<file path="src/rtl/axi_cdma_pkg.sv">
// Shared definitions for the CDMA descriptor segmenter: FSM encoding and
// default segmentation limits.
package axi_cdma_pkg;

    localparam int DEFAULT_SEG_LEN         = 4096;
    localparam int DEFAULT_MAX_OUTSTANDING = 4;

    typedef enum logic [1:0] {
        ST_IDLE   = 2'd0,
        ST_ISSUE  = 2'd1,
        ST_DRAIN  = 2'd2,
        ST_STATUS = 2'd3
    } seg_state_t;

endpackage

</file>
<file path="src/rtl/axi_cdma_credit_cnt.sv">
// Up/down counter of segments in flight at the core; a decrement at zero is
// dropped so late or stray completions can never underflow it.
module axi_cdma_credit_cnt #(
    parameter int MAX_COUNT = 4,
    parameter int CNT_WIDTH = $clog2(MAX_COUNT) + 1
) (
    input  logic                 clk,
    input  logic                 rst,
    input  logic                 inc,
    input  logic                 dec,
    output logic [CNT_WIDTH-1:0] count,
    output logic                 full
);

    logic [CNT_WIDTH-1:0] count_q;
    logic [CNT_WIDTH-1:0] count_d;
    logic                 dec_eff;

    assign dec_eff = dec && (count_q != '0);
    assign full    = (count_q == CNT_WIDTH'(MAX_COUNT));
    assign count   = count_q;

    always_comb begin
        count_d = count_q;
        if (inc && !dec_eff && !full) begin
            count_d = count_q + 1'b1;
        end else if (dec_eff && !inc) begin
            count_d = count_q - 1'b1;
        end
    end

    always_ff @(posedge clk) begin
        if (rst) begin
            count_q <= '0;
        end else begin
            count_q <= count_d;
        end
    end

endmodule

</file>
<file path="src/rtl/axi_cdma_desc_seg.sv">
// Splits one copy descriptor into SEG_LEN-sized segments for the DMA core,
// limits segments in flight, and reports whole-descriptor completion.
module axi_cdma_desc_seg
    import axi_cdma_pkg::*;
#(
    parameter int AXI_ADDR_WIDTH  = 16,
    parameter int LEN_WIDTH       = 20,
    parameter int TAG_WIDTH       = 8,
    parameter int SEG_LEN         = DEFAULT_SEG_LEN,
    parameter int MAX_OUTSTANDING = DEFAULT_MAX_OUTSTANDING,
    parameter int M_TAG_WIDTH     = 8
) (
    input  logic                      clk,
    input  logic                      rst,

    input  logic [AXI_ADDR_WIDTH-1:0] s_axis_desc_read_addr,
    input  logic [AXI_ADDR_WIDTH-1:0] s_axis_desc_write_addr,
    input  logic [LEN_WIDTH-1:0]      s_axis_desc_len,
    input  logic [TAG_WIDTH-1:0]      s_axis_desc_tag,
    input  logic                      s_axis_desc_valid,
    output logic                      s_axis_desc_ready,

    output logic [AXI_ADDR_WIDTH-1:0] m_axis_desc_read_addr,
    output logic [AXI_ADDR_WIDTH-1:0] m_axis_desc_write_addr,
    output logic [LEN_WIDTH-1:0]      m_axis_desc_len,
    output logic [M_TAG_WIDTH-1:0]    m_axis_desc_tag,
    output logic                      m_axis_desc_valid,
    input  logic                      m_axis_desc_ready,

    input  logic [M_TAG_WIDTH-1:0]    s_axis_desc_status_tag,
    input  logic                      s_axis_desc_status_valid,

    output logic [TAG_WIDTH-1:0]      m_axis_desc_status_tag,
    output logic                      m_axis_desc_status_valid,

    output logic                      busy
);

    localparam int                   CNT_WIDTH = $clog2(MAX_OUTSTANDING) + 1;
    localparam logic [LEN_WIDTH-1:0] SEG_LEN_L = LEN_WIDTH'(SEG_LEN);

    seg_state_t                state_q;
    logic [TAG_WIDTH-1:0]      tag_q;

    // Next segment not yet presented to the core.
    logic [AXI_ADDR_WIDTH-1:0] nxt_rd_q;
    logic [AXI_ADDR_WIDTH-1:0] nxt_wr_q;
    logic [LEN_WIDTH-1:0]      nxt_rem_q;
    logic [M_TAG_WIDTH-1:0]    nxt_idx_q;

    logic [AXI_ADDR_WIDTH-1:0] m_rd_q;
    logic [AXI_ADDR_WIDTH-1:0] m_wr_q;
    logic [LEN_WIDTH-1:0]      m_len_q;
    logic [M_TAG_WIDTH-1:0]    m_tag_q;
    logic                      m_valid_q;
    logic                      st_valid_q;
    logic [TAG_WIDTH-1:0]      st_tag_q;

    logic [CNT_WIDTH-1:0]      cnt;
    logic                      cnt_full;
    logic [CNT_WIDTH:0]        cnt_after;
    logic                      dec_eff;
    logic                      room;
    logic                      fire;
    logic                      accept;
    logic                      load;
    logic                      in_idle;

    logic [AXI_ADDR_WIDTH-1:0] src_rd;
    logic [AXI_ADDR_WIDTH-1:0] src_wr;
    logic [LEN_WIDTH-1:0]      src_rem;
    logic [M_TAG_WIDTH-1:0]    src_idx;
    logic [LEN_WIDTH-1:0]      seg_len;

    axi_cdma_credit_cnt #(
        .MAX_COUNT (MAX_OUTSTANDING),
        .CNT_WIDTH (CNT_WIDTH)
    ) u_credit (
        .clk   (clk),
        .rst   (rst),
        .inc   (fire),
        .dec   (s_axis_desc_status_valid),
        .count (cnt),
        .full  (cnt_full)
    );

    assign in_idle = (state_q == ST_IDLE);
    assign accept  = in_idle && s_axis_desc_valid;
    assign fire    = m_valid_q && m_axis_desc_ready;
    assign dec_eff = s_axis_desc_status_valid && (cnt != '0);

    // Look at the count as it will be after this edge so segments can issue
    // back to back and a completion frees a slot immediately.
    assign cnt_after = {1'b0, cnt} + (CNT_WIDTH+1)'(fire) - (CNT_WIDTH+1)'(dec_eff);
    assign room      = !(cnt_full && !dec_eff)
                       && (cnt_after < (CNT_WIDTH+1)'(MAX_OUTSTANDING));

    // The first segment is cut straight from the input descriptor.
    assign src_rd  = in_idle ? s_axis_desc_read_addr  : nxt_rd_q;
    assign src_wr  = in_idle ? s_axis_desc_write_addr : nxt_wr_q;
    assign src_rem = in_idle ? s_axis_desc_len        : nxt_rem_q;
    assign src_idx = in_idle ? '0                     : nxt_idx_q;
    assign seg_len = (src_rem > SEG_LEN_L) ? SEG_LEN_L : src_rem;

    assign load = (accept || (state_q == ST_ISSUE)) && (src_rem != '0)
                  && (!m_valid_q || m_axis_desc_ready) && room;

    always_ff @(posedge clk) begin
        if (rst) begin
            state_q    <= ST_IDLE;
            m_valid_q  <= 1'b0;
            st_valid_q <= 1'b0;
            nxt_idx_q  <= '0;
        end else begin
            st_valid_q <= 1'b0;
            if (fire) begin
                m_valid_q <= 1'b0;
            end
            if (load) begin
                m_rd_q    <= src_rd;
                m_wr_q    <= src_wr;
                m_len_q   <= seg_len;
                m_tag_q   <= src_idx;
                m_valid_q <= 1'b1;
                nxt_rd_q  <= src_rd + AXI_ADDR_WIDTH'(seg_len);
                nxt_wr_q  <= src_wr + AXI_ADDR_WIDTH'(seg_len);
                nxt_rem_q <= src_rem - seg_len;
                nxt_idx_q <= src_idx + 1'b1;
            end
            case (state_q)
                ST_IDLE: begin
                    if (s_axis_desc_valid) begin
                        tag_q <= s_axis_desc_tag;
                        if (!load) begin
                            nxt_rd_q  <= s_axis_desc_read_addr;
                            nxt_wr_q  <= s_axis_desc_write_addr;
                            nxt_rem_q <= s_axis_desc_len;
                            nxt_idx_q <= '0;
                        end
                        state_q <= (s_axis_desc_len != '0) ? ST_ISSUE : ST_STATUS;
                    end
                end
                ST_ISSUE: begin
                    if (fire && (nxt_rem_q == '0)) begin
                        state_q <= ST_DRAIN;
                    end
                end
                ST_DRAIN: begin
                    if (cnt == '0) begin
                        state_q <= ST_STATUS;
                    end
                end
                ST_STATUS: begin
                    st_valid_q <= 1'b1;
                    st_tag_q   <= tag_q;
                    state_q    <= ST_IDLE;
                end
                default: state_q <= ST_IDLE;
            endcase
        end
    end

    assign s_axis_desc_ready        = in_idle;
    assign busy                     = !in_idle;
    assign m_axis_desc_read_addr    = m_rd_q;
    assign m_axis_desc_write_addr   = m_wr_q;
    assign m_axis_desc_len          = m_len_q;
    assign m_axis_desc_tag          = m_tag_q;
    assign m_axis_desc_valid        = m_valid_q;
    assign m_axis_desc_status_tag   = st_tag_q;
    assign m_axis_desc_status_valid = st_valid_q;

endmodule
</file>
<file path="config.mk">
export PLATFORM = sky130hd
export DESIGN_NAME = axi_cdma_desc_seg
export DESIGN_NICKNAME = d
export VERILOG_FILES = /design/src/rtl/axi_cdma_pkg.sv /design/src/rtl/axi_cdma_credit_cnt.sv /design/src/rtl/axi_cdma_desc_seg.sv
export SDC_FILE = /design/constraint.sdc
export NUM_CORES = 1
export LEC_CHECK = 0
export BUFFER_PORTS_ARGS = -buffer_cell sky130_fd_sc_hd__buf_2
export CAP_MARGIN = 20
export CORE_UTILIZATION = 35
export CTS_BUF_LIST = sky130_fd_sc_hd__clkbuf_4 sky130_fd_sc_hd__clkbuf_8
export CTS_CLUSTER_DIAMETER = 50
export DETAILED_ROUTE_END_ITERATION = 8
export PLACE_DENSITY = 0.64
export REMOVE_ABC_BUFFERS = 1
export SYNTH_ARGS = -nofsm -noshare
export SYNTH_HDL_FRONTEND = slang
export SYNTH_SLANG_ARGS = --single-unit
</file>
<file path="constraint.sdc">
create_clock -name clk -period 9.31 [get_ports clk]
set_input_delay 0.4655 -clock clk [delete_from_list [all_inputs] [get_ports clk]]
set_output_delay 0.4655 -clock clk [all_outputs]
set_load 0.01 [all_outputs]
</file>
# == After elaboration in Yosys (flattened, before gate mapping) ==
# Index checks and enable logic that the tools add are counted.
# totals
reg_bits,143
in_bits,73
out_inout_bits,72
wordCells,95
# op_classes
n_addsub,8
magnitude_cmp,2
eq_ne,7
muxes,31
n_bitwise,1
n_reduce_logical,32
# op_table
cell,n
16-bit two-way mux,10
20-bit two-way mux,6
8-bit two-way mux,5
20-bit nonzero test,2
16-bit adder,2
20-bit by 13-bit > comparator with 1-bit output (second input constant),1
20-bit zero test,1
20-bit subtractor,1
1-bit logical AND,12
8-bit by 1-bit adder with 8-bit output (second input constant),1
2-bit two-way mux,4
2-bit case mux with 4 select lines,1
1-bit zero test,6
3-bit two-way mux,2
3-bit AND reduction,2
3-bit by 1-bit adder with 4-bit output,1
2-bit equality test (second input constant),2
4-bit by 3-bit < comparator with 1-bit output (second input constant),1
2-bit inequality test (second input constant),2
2-bit AND reduction,2
2-bit nonzero test,2
4-bit by 1-bit subtractor with 4-bit output,1
3-bit by 1-bit adder with 3-bit output (second input constant),1
3-bit equality test (second input constant),1
other kinds (9),12

# == Longest topological paths before layout ==
# Gate-level depths: netlist of the first run.
# depth
word_depth,11
ltp_mapped,20
mapped_depth_nobuf,17

# == Modules after synthesis ==
# Synthesis of the first run repeated with hierarchy kept, for this count alone.
# hier_totals
hier_cells,811
area_unflattened_um2,8617.0
# modules_own_cells
mod,n_inst,cells_per_inst,area_per_inst_um2,seq_area_each_um2
axi_cdma_desc_seg,1,778,8376.8,4083.9
axi_cdma_credit_cnt,1,33,240.2,60.1

# == Worst setup path before layout of the first run ==
# No wires, ideal clock.
# synth_timing
path_kind,register to register
startpoint,register u_credit.count_q[1] (netlist: u_credit.count[1])
endpoint,register m_len_q[0] (netlist: m_axis_desc_len[0]) (enable)
setup_ns,0.478
t_arrival_ns,5.174
required_ns,8.832
setup_slack_ns,3.658
stages_incl_launch_ff,15
n_path_buf,3
period_less_slack_ns,5.652
cell_sequence,dfxtp_1 nor2_1 nand2_1 and2_1 ha_1 inv_1 ha_1 and4b_1 or3_1 a211o_1 buf_6 or2_4 buf_2 buf_2 nor2_1
# synth_between
elab_chain_len,8
elab_cells_between_ends,12
cone_classes,add/sub: 2; order compare: 1; eq/ne: 1; reduce/logical: 8
# synth_rtl
element,line_no,rtl
"start, declared",axi_cdma_credit_cnt.sv:15,logic [CNT_WIDTH-1:0] count_q;
"start signal, assigned",axi_cdma_credit_cnt.sv:36,count_q <= count_d;
"parallel branches: the longest is 5 deep, another holds 3-bit by 1-bit adder with 4-bit output",n/a,
1-bit logical AND *,axi_cdma_desc_seg.sv:96,&& (cnt_after < (CNT_WIDTH+1)'(MAX_OUTSTANDING));
1-bit logical AND *,axi_cdma_desc_seg.sv:106,&& (!m_valid_q || m_axis_desc_ready) && room;
2-bit AND reduction (no source line) *,n/a,
"end signal, assigned",axi_cdma_desc_seg.sv:122,m_len_q <= seg_len;
"end, declared",axi_cdma_desc_seg.sv:53,logic [LEN_WIDTH-1:0] m_len_q;
# Every way passes the cells marked *.
# A chain may end at the register's enable or synchronous reset.

# == Worst setup path after layout of the first run ==
# layout_timing
startpoint,register state_q[0]
endpoint,"register nxt_rd_q[12], data pin"
# layout_between
elab_cells_between_ends,17
cone_classes,add/sub: 1; order compare: 1; eq/ne: 1; mux: 7; reduce/logical: 7
# layout_rtl
element,line_no,rtl
"start, declared",axi_cdma_desc_seg.sv:42,seg_state_t state_q;
"start signal, assigned",axi_cdma_desc_seg.sv:140,state_q <= (s_axis_desc_len != '0) ? ST_ISSUE : ST_STATUS;
2-bit zero test *,axi_cdma_desc_seg.sv:87,assign in_idle = (state_q == ST_IDLE);
20-bit two-way mux *,axi_cdma_desc_seg.sv:101,assign src_rem = in_idle ? s_axis_desc_len : nxt_rem_q;
20-bit by 13-bit > comparator with 1-bit output,axi_cdma_desc_seg.sv:103,assign seg_len = (src_rem > SEG_LEN_L) ? SEG_LEN_L : src_rem;
20-bit two-way mux *,axi_cdma_desc_seg.sv:103,
named net seg_len[5],axi_cdma_desc_seg.sv:73,logic [LEN_WIDTH-1:0] seg_len;
16-bit adder *,axi_cdma_desc_seg.sv:125,nxt_rd_q <= src_rd + AXI_ADDR_WIDTH'(seg_len);
16-bit two-way mux *,axi_cdma_desc_seg.sv:119,if (load) begin
16-bit two-way mux,axi_cdma_desc_seg.sv:134,if (!load) begin
16-bit two-way mux,axi_cdma_desc_seg.sv:132,if (s_axis_desc_valid) begin
16-bit two-way mux *,axi_cdma_desc_seg.sv:130,case (state_q)
"end signal, assigned",axi_cdma_desc_seg.sv:125,
"end signal, assigned",axi_cdma_desc_seg.sv:135,nxt_rd_q <= s_axis_desc_read_addr;
"end, declared",axi_cdma_desc_seg.sv:46,logic [AXI_ADDR_WIDTH-1:0] nxt_rd_q;
# The timed path passes the listed nets; every way through them passes the cells marked *.

==> results of run 1 <==
-- cells in the final DEF (no fill, tap or decap), drive strengths merged, types with 6 or more instances in the layout --
cell type and count:
xor2 7, nor2b 17, buf 144, a211oi 18
edfxtp 128, nor2 40, nand2 60, o21ai 51
a21oi 50, a21o 6, and2 13, nor3 27
clkbuf 19, inv 30, and3 7, mux2i 47
xnor2 14, nand3 25, nor4 13, ha 40
mux2 35, o31ai 8, conb 12, diode 6
a31oi 8, o211ai 8, dfxtp 15, or3 15
-- critical path: stages (launching register included) --
cell and delay (ps):
dfxtp_1 340, inv_1 160, ha_4 680, buf_4 560
nor4b_1 370, a22o_1 300, o21ai_1 230, buf_4 290
nor2_1 320, ha_1 350, o21a_1 200, o21ai_0 370
a21oi_1 130, o311a_1 370, or3_1 320, a31o_2 250
-- cell type report --
class	count	area, sq um	share of cell area
Antenna cell	6	15.0	0.00148
Clock buffer	19	255	0.0252
Clock inverter	13	139	0.0137
Inverter	28	105	0.0104
Multi-Input combinational cell	606	4330	0.426
Sequential cell	143	4140	0.409
Tap cell	324	405	0.0400
Timing Repair Buffer	144	753	0.0743
-- report_power, final --
part / switching, mW / internal [mW] / total [mW]
combinational: 1.07 / 0.706 / 1.78
sequential: 0.113 / 1.06 / 1.17
clock: 0.264 / 0.248 / 0.512
-- state kept, by name, indices dropped and copies added (netlist names) --
name,cells
nxt_rd_q,16
nxt_wr_q,16
m_axis_desc_valid,1
m_axis_desc_read_addr,16
tag_q,8
u_credit.count,3
nxt_idx_q,8
m_axis_desc_len,20
m_axis_desc_status_tag,8
m_axis_desc_tag,8
m_axis_desc_status_valid,1
state_q,2
m_axis_desc_write_addr,16
nxt_rem_q,20
-- cell families after synthesis --
kind of cell / count (synthesis) / synth area share
AND/OR/NAND/NOR: 240 / 0.143
AO/OA/AOI/OAI: 208 / 0.162
flip-flops: 143 / 0.478
multiplexers: 82 / 0.0996
buffers and inverters: 64 / 0.0313
adder cells (fa/ha/maj): 43 / 0.0646
XOR/XNOR: 21 / 0.0212
other: 2 / 0.000865
-- metal layers --
metal	routed length (um)	track usage	vias to the layer above
li1	-	-	3364
met1	10200	0.233	3259
met2	10600	0.292	188
met3	1290	0.0383	34
met4	422	0.0612	2
met5	8	0	-
-- through the flow --
step | cell area (sq um) | total power, mW | util | worst slack, ps
finish | 10100 | 3.46 | 0.417 | 3790
global placement | 9710 | 2.90 | 0.399 | 3920
CTS | 10100 | 3.46 | 0.416 | 3790
detailed placement | 9710 | 2.94 | 0.399 | 3810
floorplan | 8550 | 2.46 | - | 1430
global route | 10100 | 3.72 | 0.417 | 3400
-- how the worst max path moves through the flow --
stage                            start  cells past startpoint                            to  slack, ps
6_report       state_q[0]$_SDFFE_PP0P_                     15        nxt_rd_q[12]$_DFFE_PN_       3790
5_1_grt        state_q[0]$_SDFFE_PP0P_                     17        nxt_wr_q[14]$_DFFE_PN_       3400
3_5_place_dp   state_q[0]$_SDFFE_PP0P_                     15        nxt_rd_q[12]$_DFFE_PN_       3810
2_1_floorplan  state_q[0]$_SDFFE_PP0P_                      7  m_axis_desc_len[0]$_DFFE_PP_       1430
4_1_cts        state_q[0]$_SDFFE_PP0P_                     15        nxt_rd_q[12]$_DFFE_PN_       3790
3_3_place_gp   state_q[0]$_SDFFE_PP0P_                     15        nxt_rd_q[12]$_DFFE_PN_       3920
==> out/results.txt, run 1 <==
Pin count of the biggest net entering global routing - 61
Starting Density - 0.357
Post-Route Skew - 13.6 ps
Post-synth EDFFs - 128
Die Y - 159 um
Antenna viol nets, final - 0
Hold path cells - 1
DR pass1 iterations - 5
Leakage power total - 3.91 nW
Fillers - 2,355
Slew HR - 0.355
Max Cap Viol - 0
Reg-to-Reg End - nxt_rd_q[12]$_DFFE_PN_
Worst setup SP type - flip-flop
RSZ-0062 raised after global routing - false
Hold EP - tag_q[7]$_DFFE_PP_
Cts hold-fix bufs - 0
Syn Inst Count - 803
Finish-stage setup viols - 0
Setup TNS Final - 0 ps
Final std cells w/o fill - 1,283
Yosys cell types - 75
Clk sinks - 143
Layout cell share with drive strength beyond 1 - 0.244
R2R Setup Slk - 3790 ps
Power per cell area - 341 nW/um^2
Drc violations - 0
Num CTS Buffers - 17
Vias in the first global route - 6,669
Cell with the most instances after synthesis - edfxtp_1
Post-synth top area share - 0.443
Max Clk Rate - 181 MHz
H-Tree Depth - 4
WS Path Type - reg -> reg
CP max FO - 55
Fraction of registers with async set/reset - 0
Final wirelength - 22,500 um
DR iter-0 viols - 401
Hold path start - s_axis_desc_tag[7]
CTS root buffer - clkbuf_8
Die ar. - 25,400 sq um
Gr usage total - 0.178
First-pass GRT wire length - 35,500 um
GR Overflow Total - 0
Worst Path Arrival - 5740 ps
Post-cts repair resize count - 0
Register area share after synthesis - 0.478
Post-CTS Setup Bufs - 0
Post-DP HPWL - 15,500 um
Final nets - 1,056
Initial antenna violation count - 7
Cells after DPL - 1,244
Outcome - finished, final reports clean
Via density - 5.34
Clock transition at path regs - 90 ps
Final period util - 0.593
Maximum vdd drop - 0.000228 V
CTS tree - done
Synth Flop Type - edfxtp_1
Worst r2r path cells - 15
Minimum clock period - 5520 ps
Slew Viols, Final - 0
Final hold vios - 0
Worst Setup End Kind - flip-flop
Area Overhead vs Synth - 16.9%
Hold WC Path Type - in -> reg
Worst-skew pair later-pin latency - 460 ps
Die W - 159 um
Hold slack - 187 ps
Synth Area per Inst - 10.8 sq um
RePlAce Congestion - 0.863
Seq cells post-synth - 143
Clk buf depth - 2
Port-buffer cells - 136
Core area - 24,300 sq um
Synth Warn # - 0
Synthesized area - 8680 sq um
Worst EP required - 9530 ps
Routed via count - 6,847
Synth top area cells - edfxtp_1 44%, ha_1 5.8%, mux2i_1 5.4%, mux2_2 4.5%, dfxtp_1 3.5%
I/O pins - 145
Reg2reg start - state_q[0]$_SDFFE_PP0P_
Worst-Margin Slew - 940 ps
DR WL/cell - 17.5 um
Rows - 57
Most frequent cells after synthesis - 128 x edfxtp_1, 60 x nand2_1, 50 x a21oi_1
Yosys top cell by area - edfxtp_1
Power figures use the tool's default switching activity.
==> inputs of run 2 (changes only) <==
==> constraint.sdc (replaced) <==
create_clock -name clk -period 5.2 [get_ports clk]
set_input_delay 0.26 -clock clk [delete_from_list [all_inputs] [get_ports clk]]
set_output_delay 0.26 -clock clk [all_outputs]
set_load 0.01 [all_outputs]
==> out/results.txt, run 2 (synthesis gave the netlist of run 1 again) <==
Reg2reg start - state_q[0]$_SDFFE_PP0P_
CTS root buffer - clkbuf_8
CTS tree - done
Core area - 24,300 sq um
RePlAce Congestion - 0.895
Vias in the first global route - 6,680
Cell family contributing the most delay on the critical path - compound AO/OA/AOI/OAI gates
Slowest CP cell - nor4_1
Starting Density - 0.357
Worst-skew pair later-pin latency - 470 ps
Final instance area - 10,300 sq um
GR Overflow Total - 0
CP cell instances - inv_1, ha_4, nor4_1, nand3_1, a21oi_1, o21ai_1, nor2_1, ha_1, inv_1, fa_1, nor2b_1, o21ai_0, a21oi_1, o211ai_1, a31oi_1, a21oi_1, o311a_1
First-pass GRT wire length - 36,200 um
Leakage power total - 3.99 nW
Worst r2r path cells - 17
Antenna viol nets, final - 0
Maximum vdd drop - 0.000334 V
Initial antenna violation count - 6
Die W - 159 um
H-Tree Depth - 4
Worst Slack Setup Final - 485 ps
Clock transition at path regs - 90 ps
Die Y - 159 um
Worst setup SP type - flip-flop
Area of the multi-input gates - 4330 sq um
Port-buffer cells - 136
Max Clk Rate - 212 MHz
Rows - 57
Final nets - 1,072
Routed via count - 6,887
Via density - 5.30
Crit path depth - 17
DR iter-0 viols - 382
Post-Route Skew - 18.0 ps
Area Overhead vs Synth - 18.3%
Most common cell after layout, fill and taps aside - buf_2
Place WS - 573 ps
Clk sinks - 143
Crit path from - state_q[0]$_SDFFE_PP0P_
Final wirelength - 22,800 um
CP max FO - 16
I/O pins - 145
RSZ-0062 raised after global routing - false
Critical path's most frequent cell - a21oi_1
Slew Viols, Final - 0
Worst Setup End Kind - flip-flop
Final period util - 0.907
Worst-Margin Slew - 759 ps
Max stage delay on crit path - 470 ps
Slew HR - 0.493
Max Cap Viol - 0
Post-DP Area - 9780 sq um
Minimum clock period - 4710 ps
Worst EP required - 5410 ps
Finish-stage setup viols - 0
Pin count of the biggest net entering global routing - 49
Post-DP HPWL - 16,200 um
Clk buf depth - 2
Worst Setup EP - nxt_wr_q[14]$_DFFE_PN_
Total power - 6.22 mW
CP bufs+invs - 2
Fillers - 2,332
R2R Setup Slk - 490 ps
Register area - 4140 sq um
Hold WC Path Type - in -> reg
Worst Path Arrival - 4920 ps
Gr usage total - 0.181
WS Path Type - reg -> reg
DR WL/cell - 17.6 um
Commonest non-fill, non-tap cells in the layout - 136 x buf_2, 128 x edfxtp_1, 60 x nand2_1, 50 x a21oi_1, 49 x o21ai_0
Outcome - finished, final reports clean
DR pass1 iterations - 6
Final hold vios - 0
Die ar. - 25,400 sq um
Power per cell area - 606 nW/um^2
Reg-to-Reg End - nxt_wr_q[14]$_DFFE_PN_
Drc violations - 0
Layout cell share with drive strength beyond 1 - 0.249
Num CTS Buffers - 17
## run 2: cell type report
type / count / share of cell area
diodes: 6 / 0.00146
clock buffers: 17 / 0.0228
clock inverters: 15 / 0.0155
inverters: 28 / 0.0102
multi-input cells: 606 / 0.421
flip-flops and latches: 143 / 0.404
well taps: 324 / 0.0395
repair buffers: 160 / 0.0858
## run 2: worst min path at each step
stage               depth (start not counted)  slack, ps                                   to                 startpoint
global route                                3        120  m_axis_desc_read_addr[15]$_DFFE_PP_  s_axis_desc_read_addr[15]
finish                                      3        120  m_axis_desc_read_addr[15]$_DFFE_PP_  s_axis_desc_read_addr[15]
floorplan                                   1        330       m_axis_desc_valid$_SDFFE_PP0P_                        rst
detailed placement                          0        410  m_axis_desc_status_tag[3]$_DFFE_PP_         tag_q[3]$_DFFE_PP_
global placement                            0        400  m_axis_desc_status_tag[0]$_DFFE_PP_         tag_q[0]$_DFFE_PP_
CTS                                         3        100  m_axis_desc_read_addr[15]$_DFFE_PP_  s_axis_desc_read_addr[15]
## run 2: tightest hold or removal path: stages
cell and delay [ps]:
buf_2 100, nand2_1 60, nand2_1 60
## run 2: power by group
group | total, mW | switching (mW) | leakage, nW | internal (mW)
clock | 0.922 | 0.490 | 0.194 | 0.432
combinational | 3.20 | 1.92 | 2.46 | 1.28
sequential | 2.10 | 0.206 | 1.33 | 1.89
## run 2: through the flow
step / util / instances / setup TNS, ps / hold WS (ps)
after floorplan: - / 777 / -225070 / 329
after global placement: 0.402 / 1253 / 0 / 401
after detailed placement: 0.402 / 1253 / 0 / 407
after CTS: 0.422 / 1293 / 0 / 97.9
after global routing: 0.422 / 1297 / 0 / 122
final: 0.422 / 1299 / 0 / 119
## run 2: layer usage
layer,routed length [um],GRT usage
met2,10700,0.294
met4,313,0.0608
met5,0,0
met3,1340,0.0391
met1,10500,0.240
## run 2: timing repair
item,CTS,global route
buffers inserted,0,0
hold endpoints to repair,8,0
hold buffers,8,0
resized for setup,0,0
==> inputs of run 3 (changes only) <==
--- a/config.mk
+++ b/config.mk
@@ -6,7 +6,6 @@
 export NUM_CORES = 1
 export LEC_CHECK = 0
 export BUFFER_PORTS_ARGS = -buffer_cell sky130_fd_sc_hd__buf_2
-export CAP_MARGIN = 20
 export CORE_UTILIZATION = 35
 export CTS_BUF_LIST = sky130_fd_sc_hd__clkbuf_4 sky130_fd_sc_hd__clkbuf_8
 export CTS_CLUSTER_DIAMETER = 50
==> constraint.sdc (replaced) <==
create_clock -name clk -period 4.94 [get_ports clk]
set_input_delay 0.247 -clock clk [delete_from_list [all_inputs] [get_ports clk]]
set_output_delay 0.247 -clock clk [all_outputs]
set_load 0.01 [all_outputs]
==> out/results.txt, run 3 (synthesis gave the netlist of run 1 again) <==
Worst Slack Setup Final - 392 ps
Area of the multi-input gates - 4330 sq um
Pin count of the biggest net entering global routing - 61
DR WL/cell - 17.4 um
Clk network pwr share - 0.155
Clock transition at path regs - 90 ps
CP cell instances - inv_1, ha_4, buf_4, nor3_1, nor2_1, a21oi_1, o21a_1, nand2_1, inv_1, ha_1, a211oi_1, o211a_1, o31ai_1, nand2_1, o21ai_0, mux2i_1, o211ai_1
Setup TNS Final - 0 ps
Leakage power total - 4.02 nW
Commonest non-fill, non-tap cells in the layout - 136 x buf_2, 128 x edfxtp_1, 60 x nand2_1, 50 x a21oi_1, 49 x o21ai_0
RSZ-0062 raised after global routing - false
Worst Setup End Kind - flip-flop
Final period util - 0.921
Worst setup SP type - flip-flop
Hold path cells - 3
Worst-skew pair later-pin latency - 460 ps
Slowest CP cell - o31ai_1
Num CTS Buffers - 17
Worst r2r path cells - 17
Reg power frac - 0.335
Max Clk Rate - 220 MHz
CTS tree - done
Vias in the first global route - 6,800
Core area - 24,300 sq um
Slew Viols, Final - 0
Die W - 159 um
Drc violations - 0
Crit path depth - 17
CP bufs+invs - 3
CP max FO - 26
Switching Fraction - 0.414
Power per cell area - 639 nW/um^2
Rows - 57
Cts hold-fix bufs - 8
Max Cap Viol - 0
Cell family contributing the most delay on the critical path - compound AO/OA/AOI/OAI gates
Post-DP HPWL - 16,000 um
Maximum vdd drop - 0.000420 V
Switching pwr - 2.73 mW
Final nets - 1,074
Initial antenna violation count - 5
Worst Path Arrival - 4740 ps
GR Overflow Total - 0
DR iter-0 viols - 420
RePlAce Congestion - 0.893
DR pass1 iterations - 6
Cells after DPL - 1,255
Register area - 4140 sq um
Final hold vios - 0
Final wirelength - 22,700 um
Starting Density - 0.357
Worst-Margin Slew - 755 ps
Final core occ - 0.425
Fillers - 2,359
I/O pins - 145
Int Power - 3.87 mW
Slew HR - 0.495
Routed via count - 6,952
Post-Route Skew - 12.7 ps
Final std cells w/o fill - 1,300
Antenna viol nets, final - 0
Worst EP required - 5130 ps
Clk sinks - 143
Via density - 5.35
Die ar. - 25,400 sq um
First-pass GRT wire length - 35,900 um
Max stage delay on crit path - 410 ps
Die Y - 159 um
WS Path Type - reg -> reg
Post-cts repair resize count - 0
Post-CTS Setup Bufs - 0
Gr usage total - 0.180
Outcome - finished, final reports clean
CTS root buffer - clkbuf_8
Port-buffer cells - 136
Total power - 6.60 mW
Gate power share - 0.510
Clk buf depth - 2
Minimum clock period - 4550 ps
Finish-stage setup viols - 0
Area Overhead vs Synth - 19.0%
H-Tree Depth - 4
Hold WC Path Type - in -> reg
Most common cell after layout, fill and taps aside - buf_2
Place WS - 433 ps
Layout cell share with drive strength beyond 1 - 0.250
[run 3: through the flow]
stage / area [sq um] / hold WS, ps
finish: 10300 / 125
global placement: 9810 / 401
global route: 10300 / 123
CTS: 10300 / 89.7
floorplan: 8550 / 316
detailed placement: 9810 / 405
[run 3: power groups by stage]
stage | registers [mW] | logic (mW) | clock network, mW
global route | 2.26 | 3.75 | 1.10
CTS | 2.21 | 3.39 | 1.05
detailed placement | 2.23 | 3.36 | 0
finish | 2.21 | 3.37 | 1.02
floorplan | 2.28 | 2.36 | 0
global placement | 2.22 | 3.31 | 0
[run 3: worst register-to-register path, stage by stage (launching register included)]
cell and delay, ps:
dfxtp_1 340, inv_1 160, ha_4 370, buf_4 350, nor3_1 120, nor2_1 240
a21oi_1 120, o21a_1 310, nand2_1 250, inv_1 130, ha_1 310, a211oi_1 100
o211a_1 270, o31ai_1 410, nand2_1 110, o21ai_0 360, mux2i_1 240, o211ai_1 110
[run 3: area by class of cell]
type,instances,share of cell area
multi-input cells,606,0.419
flip-flops and latches,143,0.401
repair buffers,162,0.0879
well taps,324,0.0392
clock buffers,18,0.0240
clock inverters,14,0.0174
inverters,28,0.0102
diodes,5,0.00121
[run 3: final timing paths]
kind	end	slack (ps)	start
max reg2reg	nxt_rd_q[15]$_DFFE_PN_	390	state_q[0]$_SDFFE_PP0P_
min	m_axis_desc_read_addr[15]$_DFFE_PP_	120	s_axis_desc_read_addr[15]
max	nxt_rd_q[15]$_DFFE_PN_	390	state_q[0]$_SDFFE_PP0P_
min reg2reg	m_axis_desc_status_tag[4]$_DFFE_PP_	420	tag_q[4]$_DFFE_PP_
[run 3: metal layers]
layer  routed length (um)  GRT usage  share of wire  vias up
met5                    0          0              0        -
met2                10500      0.293           0.46      189
met3                 1310     0.0425          0.058       23
li1                     -          -              -     3409
met1                10500      0.236           0.46     3331
met4                  362     0.0594          0.016        0
